### config.mk
export PLATFORM = sky130hd
export DESIGN_NAME = perceptron_trainer
export DESIGN_NICKNAME = d
export VERILOG_FILES = /design/src/rtl/perceptron_trainer.sv
export SDC_FILE = /design/constraint.sdc
export NUM_CORES = 2
export LEC_CHECK = 0
export BUFFER_PORTS_ARGS = -buffer_cell sky130_fd_sc_hd__buf_2
export CORE_MARGIN = 3
export CORE_UTILIZATION = 60
export CTS_BUF_LIST = sky130_fd_sc_hd__clkbuf_8
export DETAILED_ROUTE_END_ITERATION = 8
export HOLD_SLACK_MARGIN = 0.15
export PLACE_DENSITY = 0.83
export REMOVE_ABC_BUFFERS = 1
export SLEW_MARGIN = 20
export SYNTH_ARGS = -nofsm -noshare
export SYNTH_HDL_FRONTEND = slang
export SYNTH_SLANG_ARGS = --single-unit
### constraint.sdc
create_clock -name clk -period 3.2 [get_ports clk]
set_input_delay 0.48 -clock clk [delete_from_list [all_inputs] [get_ports clk]]
set_output_delay 0.48 -clock clk [all_outputs]
set_load 0.01 [all_outputs]
### src/rtl/perceptron_trainer.sv
// Perceptron training stage: queues resolved-branch updates, filters those needing training,
// and performs a read-modify-write of the weight vector through a shared read port.
module perceptron_trainer #(
  parameter int unsigned NUM_PERCEPTRONS = 128,
  parameter int unsigned HISTORY_LENGTH  = 32,
  parameter int unsigned WEIGHT_WIDTH    = 8,
  parameter int unsigned ADDR_WIDTH      = $clog2(NUM_PERCEPTRONS),
  parameter int unsigned SUM_WIDTH       = WEIGHT_WIDTH + $clog2(HISTORY_LENGTH + 2),
  parameter int unsigned THETA           = 75,
  parameter int unsigned FIFO_DEPTH      = 4
) (
  input  logic                                         clk,
  input  logic                                         rst_n,
  input  logic                                         upd_valid,
  output logic                                         upd_ready,
  input  logic [ADDR_WIDTH-1:0]                        upd_addr,
  input  logic [HISTORY_LENGTH-1:0]                    upd_history,
  input  logic                                         upd_taken,
  input  logic signed [SUM_WIDTH-1:0]                  upd_sum,
  output logic                                         rd_req,
  input  logic                                         rd_gnt,
  output logic [ADDR_WIDTH-1:0]                        rd_addr,
  input  logic [HISTORY_LENGTH:0][WEIGHT_WIDTH-1:0]    rd_weights,
  output logic                                         wr_en,
  output logic [ADDR_WIDTH-1:0]                        wr_addr,
  output logic [HISTORY_LENGTH:0][WEIGHT_WIDTH-1:0]    wr_weights,
  output logic                                         busy,
  output logic [31:0]                                  train_cnt
);

  localparam int unsigned PTR_W = $clog2(FIFO_DEPTH);
  localparam int unsigned CNT_W = PTR_W + 1;
  localparam int unsigned MAG_W = SUM_WIDTH + 1;
  localparam int unsigned NW    = HISTORY_LENGTH + 1;
  localparam logic [WEIGHT_WIDTH-1:0] W_MAX = {1'b0, {(WEIGHT_WIDTH-1){1'b1}}};
  localparam logic [WEIGHT_WIDTH-1:0] W_MIN = {1'b1, {(WEIGHT_WIDTH-1){1'b0}}};

  typedef struct packed {
    logic [ADDR_WIDTH-1:0]     addr;
    logic [HISTORY_LENGTH-1:0] history;
    logic                      taken;
    logic [SUM_WIDTH-1:0]      sum;
  } upd_t;

  typedef enum logic [1:0] {IDLE, READ, COMPUTE, WRITE} state_t;

  upd_t                                     fifo_mem [FIFO_DEPTH];
  upd_t                                     upd_in;
  upd_t                                     head;
  logic [PTR_W-1:0]                         wr_ptr_q;
  logic [PTR_W-1:0]                         rd_ptr_q;
  logic [CNT_W-1:0]                         count_q;
  logic [CNT_W-1:0]                         count_d;
  logic                                     push;
  logic                                     pop;
  logic                                     latch;
  logic                                     head_train;
  logic                                     head_pred;
  logic [MAG_W-1:0]                         sum_ext;
  logic [MAG_W-1:0]                         sum_mag;
  state_t                                   state_q;
  state_t                                   state_d;
  logic [HISTORY_LENGTH-1:0]                hist_q;
  logic                                     taken_q;
  logic [HISTORY_LENGTH:0][WEIGHT_WIDTH-1:0] w_q;
  logic [HISTORY_LENGTH:0][WEIGHT_WIDTH-1:0] new_w;

  // One saturating step of +1 (up) or -1 on a two's-complement weight.
  function automatic logic [WEIGHT_WIDTH-1:0] sat_step(input logic [WEIGHT_WIDTH-1:0] w,
                                                       input logic                    up);
    if (up) return (w == W_MAX) ? w : w + WEIGHT_WIDTH'(1);
    return (w == W_MIN) ? w : w - WEIGHT_WIDTH'(1);
  endfunction

  always_comb begin
    upd_in         = '0;
    upd_in.addr    = upd_addr;
    upd_in.history = upd_history;
    upd_in.taken   = upd_taken;
    upd_in.sum     = upd_sum;
  end

  assign push    = upd_valid && upd_ready;
  assign head    = fifo_mem[rd_ptr_q];
  assign count_d = count_q + CNT_W'(push) - CNT_W'(pop);

  // Magnitude taken one bit wider so the most-negative sum stays representable.
  always_comb begin
    sum_ext    = {head.sum[SUM_WIDTH-1], head.sum};
    head_pred  = !head.sum[SUM_WIDTH-1];
    sum_mag    = head_pred ? sum_ext : (~sum_ext + MAG_W'(1));
    head_train = (head_pred != head.taken) || (sum_mag <= MAG_W'(THETA));
  end

  always_comb begin
    state_d = state_q;
    pop     = 1'b0;
    latch   = 1'b0;
    unique case (state_q)
      IDLE: begin
        if (count_q != '0) begin
          pop = 1'b1;
          if (head_train) state_d = READ;
        end
      end
      READ: begin
        if (rd_gnt) begin
          latch   = 1'b1;
          state_d = COMPUTE;
        end
      end
      COMPUTE: state_d = WRITE;
      WRITE:   state_d = IDLE;
      default: state_d = IDLE;
    endcase
  end

  // x_0 is the bias input (+1); t*x_i is +1 exactly when the outcome matches the history bit.
  assign new_w[0] = sat_step(w_q[0], taken_q);
  for (genvar i = 1; i < NW; i++) begin : g_upd
    assign new_w[i] = sat_step(w_q[i], taken_q == hist_q[i-1]);
  end

  always_ff @(posedge clk) begin
    if (push) fifo_mem[wr_ptr_q] <= upd_in;
  end

  always_ff @(posedge clk or negedge rst_n) begin
    if (!rst_n) begin
      state_q   <= IDLE;
      wr_ptr_q  <= '0;
      rd_ptr_q  <= '0;
      count_q   <= '0;
      upd_ready <= 1'b0;
      rd_req    <= 1'b0;
      wr_en     <= 1'b0;
      busy      <= 1'b0;
    end else begin
      state_q   <= state_d;
      if (push) wr_ptr_q <= wr_ptr_q + PTR_W'(1);
      if (pop)  rd_ptr_q <= rd_ptr_q + PTR_W'(1);
      count_q   <= count_d;
      upd_ready <= (count_d != CNT_W'(FIFO_DEPTH));
      rd_req    <= (state_d == READ);
      wr_en     <= (state_d == WRITE);
      busy      <= (state_d != IDLE) || (count_d != '0);
    end
  end

  always_ff @(posedge clk or negedge rst_n) begin
    if (!rst_n) begin
      rd_addr    <= '0;
      hist_q     <= '0;
      taken_q    <= 1'b0;
      w_q        <= '0;
      wr_addr    <= '0;
      wr_weights <= '0;
      train_cnt  <= '0;
    end else begin
      if (pop) begin
        rd_addr <= head.addr;
        hist_q  <= head.history;
        taken_q <= head.taken;
      end
      if (latch) w_q <= rd_weights;
      if (state_q == COMPUTE) begin
        wr_addr    <= rd_addr;
        wr_weights <= new_w;
        train_cnt  <= train_cnt + 32'd1;
      end
    end
  end

endmodule
Word level (Yosys, flattened, before mapping)
Memories as Yosys holds them, arrays and structs flattened.
Cells that the tools add are included.
{"block": "totals", "ff_bits": 620, "ram_bits": 216, "in_bits": 322, "output_inout_bits": 314, "memories": 1}
{"name": "fifo_mem", "words": 4, "word_bits": 54, "read_ports": 1, "rd_ports_with_merged_regs": 0, "write_ports": 1, "line": "47", "source": "upd_t fifo_mem [FIFO_DEPTH];"}
{"block": "op_classes", "addsub": 72, "n_lt_le_gt_ge": 1, "eq_ne": 105, "mux": 176, "bitwise_logic": 1, "reduce_logical": 8}
{"op": "$mux W8", "n": 132}
{"op": "$add A8 B1 Y8 const B", "n": 33}
{"op": "$eq A8 B7 Y1 const B", "n": 33}
{"op": "$eq A8 B8 Y1 const B", "n": 33}
{"op": "$sub A8 B1 Y8 const B", "n": 33}
{"op": "$mux W1", "n": 39}
{"op": "$add A32 B1 Y32 const B", "n": 1}
{"op": "$eq A1 B1 Y1", "n": 32}
{"op": "$add A15 B1 Y15 const B", "n": 1}
{"op": "$le A15 B7 Y1 const B", "n": 1}
{"op": "$mux W15", "n": 1}
{"op": "$not A15 Y15", "n": 1}
{"op": "$pmux W2 S4", "n": 1}
{"op": "$eq A2 B2 Y1 const B", "n": 3}
{"op": "$mux W2", "n": 3}
{"op": "$reduce_bool A3 Y1", "n": 2}
{"op": "$add A2 B1 Y2 const B", "n": 2}
{"op": "$eq A2 B1 Y1 const B", "n": 2}
{"op": "$add A3 B1 Y3", "n": 1}
{"op": "$ne A3 B3 Y1 const B", "n": 1}
{"op": "$sub A3 B1 Y3", "n": 1}
{"op": "$logic_not A2 Y1", "n": 1}
{"op": "$logic_or A1 B1 Y1", "n": 2}
{"op": "$reduce_bool A2 Y1", "n": 1}
{"op": "other kinds (3)", "n": 3}

Logic depth before layout (Yosys ltp)
An unclocked memory read counts as a cell.
{"block": "logic_depth", "depth_word": 11, "depth_mapped": 14, "depth_no_buf": 12}

Worst setup path before layout
OpenSTA, ideal clock, no wires.
{"block": "synth_path", "path_type": "register to register", "start": "register count_q[1]", "end": "register busy", "arrival_ns": 2.642, "setup_slack_ns": 0.412, "stages_incl_launch_ff": 15, "path_buffers": 2, "synth_period_minus_slack_ns": 2.788, "path_cell_list": "dfrtp_1 -> nor3_1 -> or3_1 -> clkbuf_1 -> clkinv_1 -> clkbuf_1 -> ha_1 -> inv_1 -> ha_1 -> inv_1 -> fa_1 -> xnor2_1 -> xnor2_1 -> nor3_1 -> nand4_1"}
{"block": "synth_between", "elab_chain_cells": 6}
{"element": "from (decl)", "line": "52", "source": "logic [CNT_W-1:0] count_q;"}
{"element": "from (signal assigned)", "line": "142", "source": "count_q <= count_d;"}
{"element": "$reduce_bool A3 Y1", "line": "101", "source": "if (count_q != '0) begin"}
{"element": "$mux W1", "line": "101"}
{"element": "$mux W1", "line": "99", "source": "unique case (state_q)"}
{"element": "named net pop", "line": "55", "source": "logic pop;"}
{"element": "$sub A3 B1 Y3", "line": "85", "source": "assign count_d = count_q + CNT_W'(push) - CNT_W'(pop);"}
{"element": "named net count_d[2]", "line": "53", "source": "logic [CNT_W-1:0] count_d;"}
{"element": "$reduce_bool A3 Y1", "line": "146", "source": "busy <= (state_d != IDLE) || (count_d != '0);"}
{"element": "$logic_or A1 B1 Y1", "line": "146"}
{"element": "to (signal assigned)", "line": "146"}
{"element": "to (decl)", "line": "27", "source": "output logic busy,"}
The timed path passes the listed nets, and every way through them passes these cells.
A chain may end at the register's enable or synchronous reset.

Worst setup path after layout
{"block": "layout_path", "start": "register rd_ptr_q[0]", "end": "register rd_req"}
{"block": "layout_between", "elab_chain_cells": 10}
{"element": "from (decl)", "line": "51", "source": "logic [PTR_W-1:0] rd_ptr_q;"}
{"element": "from (signal assigned)", "line": "141", "source": "if (pop) rd_ptr_q <= rd_ptr_q + PTR_W'(1);"}
{"element": "$mem_v2 Z4 W54 (*)"}
{"element": "$not A15 Y15", "line": "91", "source": "sum_mag = head_pred ? sum_ext : (~sum_ext + MAG_W'(1));"}
{"element": "$add A15 B1 Y15", "line": "91"}
{"element": "$mux W15", "line": "91"}
{"element": "$le A15 B7 Y1", "line": "92", "source": "head_train = (head_pred != head.taken) || (sum_mag <= MAG_W'(THETA));"}
{"element": "$logic_or A1 B1 Y1 (*)", "line": "92"}
{"element": "$mux W2 (*)", "line": "103", "source": "if (head_train) state_d = READ;"}
{"element": "$mux W2 (*)", "line": "101"}
{"element": "$pmux W2 S4 (*)", "line": "99"}
{"element": "$eq A2 B1 Y1 (*)", "line": "144", "source": "rd_req <= (state_d == READ);"}
{"element": "to (signal assigned)", "line": "144"}
{"element": "to (decl)", "line": "20", "source": "output logic rd_req,"}
Mark *: on every way between the ends. The rest lies on a longest branch, timed or not.

==> impl_metrics.py <==
metrics = {
    "synthesis": {
        "ys_top_cells_by_count": "620 x dfrtp_1, 569 x nand2_1, 283 x mux2_2",
        "synth_top_area_cell": "dfrtp_1",
        "synth_edf_count": 216,
        "ys_types": 79,
        "ys_async_sr_fraction": 0.742,
        "synth_top_area_share": 0.355,
        "seq_area_frac_synth": 0.504,
        "synth_flop_cell": "dfrtp_1",
        "synthTopCellsByArea": "dfrtp_1 36%, edfxtp_1 15%, mux2_2 7.3%, nand2_1 4.9%, xnor2_1 4.0%",
        "ys_seq_elements": 836,
        "netlist_instances": 4136,
        "post-synth-top-count-cell": "dfrtp_1",
        "avgSynthCellArea_sq_um": 10.6,
        "synth_area_sq_um": 43700,
        "yosysWarnings": 0,
    },
    "detailed_routing": {
        "vias": 37800,
        "wire_per_inst_um": 20.9,
        "drtIter0Drc": 4063,
        "wl_um": 128000,
        "ant_nets": 0,
        "drtPass1Iterations": 9,
        "via_per_inst": 6.16,
        "drc_errors": 0,
    },
    "flow_run": {
        "maxCapViolCount": 0,
    },
    "global_route": {
        "grt_remaining_overflow": 0,
        "grt_usage": 0.329,
        "grt_max_degree": 195,
        "grt_pass1_wl_um": 200000,
        "first_global_vias": 37455,
        "antenna_found_initial": 23,
    },
    "clock_network": {
        "cts_resized": 0,
        "htree_levels": 4,
        "cts.sinks": 836,
        "cts_buffers": 142,
        "cts_tree": "built",
        "root_buffer": "clkbuf_8",
        "insertion_delay_ns": 0.81,
        "clk_pin_slew_ns": 0.06,
        "clk_path_buf_depth": 3,
    },
    "timing": {
        "slew_viol_final": 0,
        "hold_violations": 0,
        "finalCriticalPeriod_ns": 3.01,
        "fin_skew_ns": 0.0572,
        "setup_viol": 0,
        "max_freq_mhz": 332,
        "worst_pin_slew_ns": 0.939,
        "max_slew_margin": 0.374,
        "period_share": 0.942,
        "rsz0062_at_grt": "false",
    },
    "pwr": {
        "p_per_area_nw_per_um2": 1050,
        "p_leak_uw": 0.0233,
        "ir_drop_uv": 736,
        "totalPowerFinal_uw": 56700,
    },
    "die": {
        "fp.dieW_um": 276,
        "die_y_um": 276,
        "num_io_pins": 636,
        "coreArea_sq_um": 71700,
        "start_util": 0.609,
        "row_count": 98,
        "dieArea_sq_um": 76000,
    },
    "worst_setup_path": {
        "crit_path_end_kind": "flop",
        "critPathLaunchType": "flop",
        "crit_required_ns": 3.88,
        "crit_fanout": 29,
        "r2r.worst_path.cells": 8,
        "critPathKind": "reg -> reg",
        "cp.arrival_ns": 3.70,
    },
    "final_layout": {
        "layout-drive-gt1-share": 0.242,
        "layout.cells.non_filler": 6136,
        "nFillCells": 4500,
        "fin_nets": 5473,
        "synthToLayoutAreaGrowth_pct": 23.3,
    },
    "placement": {
        "place_inst": 5529,
        "hpwlAfterDp_um": 81600,
        "gp_congestion": 0.949,
        "portBuffers": 635,
    },
    "run_status": {
        "status": "finished clean",
    },
    "hold_path": {
        "hp-class": "in -> async",
    },
}
==> metal layers <==
metal,vias to the layer above,wire [um],GRT usage
li1,16860,-,-
met1,18177,47900,0.402
met2,2170,62700,0.546
met3,587,9830,0.0651
met4,6,7600,0.191
met5,-,41,0
==> registers in the layout, summed over array words and instances, names as in the netlist <==
name and count:
busy 1, fifo_mem 216, wr_en 1, w_q 264, wr_weights 264, taken_q 1, upd_ready 1, wr_addr 7
wr_ptr_q 2, rd_ptr_q 2, hist_q 32, rd_addr 7, count_q 3, state_q 2, train_cnt 32, rd_req 1
==> cell families (layout without fill, tap and decap cells) <==
family                   Yosys count  in the layout  synth area share
flip-flops                       836            836             0.504
buffers and inverters            335           1360            0.0305
XOR/XNOR                         297            297            0.0596
adder cells (fa/ha/maj)          108            108            0.0311
AO/OA/AOI/OAI                    749            749             0.111
AND/OR/NAND/NOR                 1456           1456             0.158
multiplexers                     355            355             0.106
other                              0             25                 0
==> metrics by stage <==
stage | setup slack [ns] | setup TNS (ns) | hold WS, ns | util | cell area [sq um]
floorplan | -9.51 | -3317.77 | 0.184 | - | 42700
global placement | 0.339 | 0 | 0.449 | 0.664 | 47700
detailed placement | 0.311 | 0 | 0.458 | 0.664 | 47700
CTS | 0.178 | 0 | 0.245 | 0.750 | 53800
global route | 0.0524 | 0 | 0.307 | 0.750 | 53800
finish | 0.185 | 0 | 0.294 | 0.751 | 53800
==> worst paths after layout <==
| path | startpoint | end | slack, ns |
|---|---|---|---|
| max | rd_ptr_q[0] | rd_req | 0.19 |
| min reg2reg | wr_weights[139] | wr_weights[139] | 0.47 |
| min | rst_n | hist_q[12] | 0.29 |
| max in group asynchronous | rst_n | w_q[247] | 1.95 |
| max reg2reg | rd_ptr_q[0] | rd_req | 0.19 |
| min in group clk | rd_gnt | busy | 0.43 |
==> layout make-up <==
| class | instances | area, sq um | area share |
|---|---|---|---|
| multi-input cells | 2965 | 20400 | 0.378 |
| repair buffers | 1010 | 6980 | 0.130 |
| inverters | 88 | 333 | 0.00618 |
| well taps | 950 | 1190 | 0.0221 |
| flip-flops and latches | 836 | 22000 | 0.409 |
| clock inverters | 91 | 557 | 0.0103 |
| diodes | 25 | 62.6 | 0.00116 |
| clock buffers | 171 | 2350 | 0.0437 |
==> worst max-delay path, cell delays in order, from the launching register on <==
cell and delay (ns):
dfrtp_4 0.44, buf_4 0.49, mux4_2 0.63, nor4_2 0.41, o21ai_1 0.17, mux2i_1 0.16
o31ai_1 0.25, nand3b_1 0.20, nor2_1 0.14
==> power by group <==
part           internal (uW)  switching (uW)  leakage (uW)
Combinational          11100           14700        0.0121
Clock                   5150            4540       0.00167
Sequential             15300            5850       0.00951
Total                  31600           25100        0.0233
==> layout by cell type (no fill, tap or decap), types with 16 or more instances in the layout <==
cell and count:
nand2b_1 27, clkinv_2 17, and3_1 63, xnor2_1 200
ha_1 107, o41ai_1 21, nor2_1 279, nor3_1 114
nand3_1 134, a31oi_1 63, o22ai_1 26, mux2_2 283
nand3b_1 25, edfxtp_1 216, and2_1 17, xor2_1 97
o221ai_1 43, nand4_1 43, o21ai_0 167, o31ai_1 62
a21o_1 20, or3_1 16, mux2i_1 18, buf_2 634
dlygate4sd3_1 320, o21a_1 37, clkbuf_8 171, buf_4 41
nor2b_1 25, a221oi_1 27, diode_2 25, o211ai_1 25
dfrtp_1 617, a21oi_1 180, mux4_2 45, nor4_1 47
nor3b_1 28, nand4b_1 25, inv_1 136, nand2_1 569
==> repair_timing <==
action	CTS	global route
hold endpoints to repair	694	0
buffers inserted	0	0
hold buffers	320	0
No activity file was read; power rests on OpenSTA's default activity.
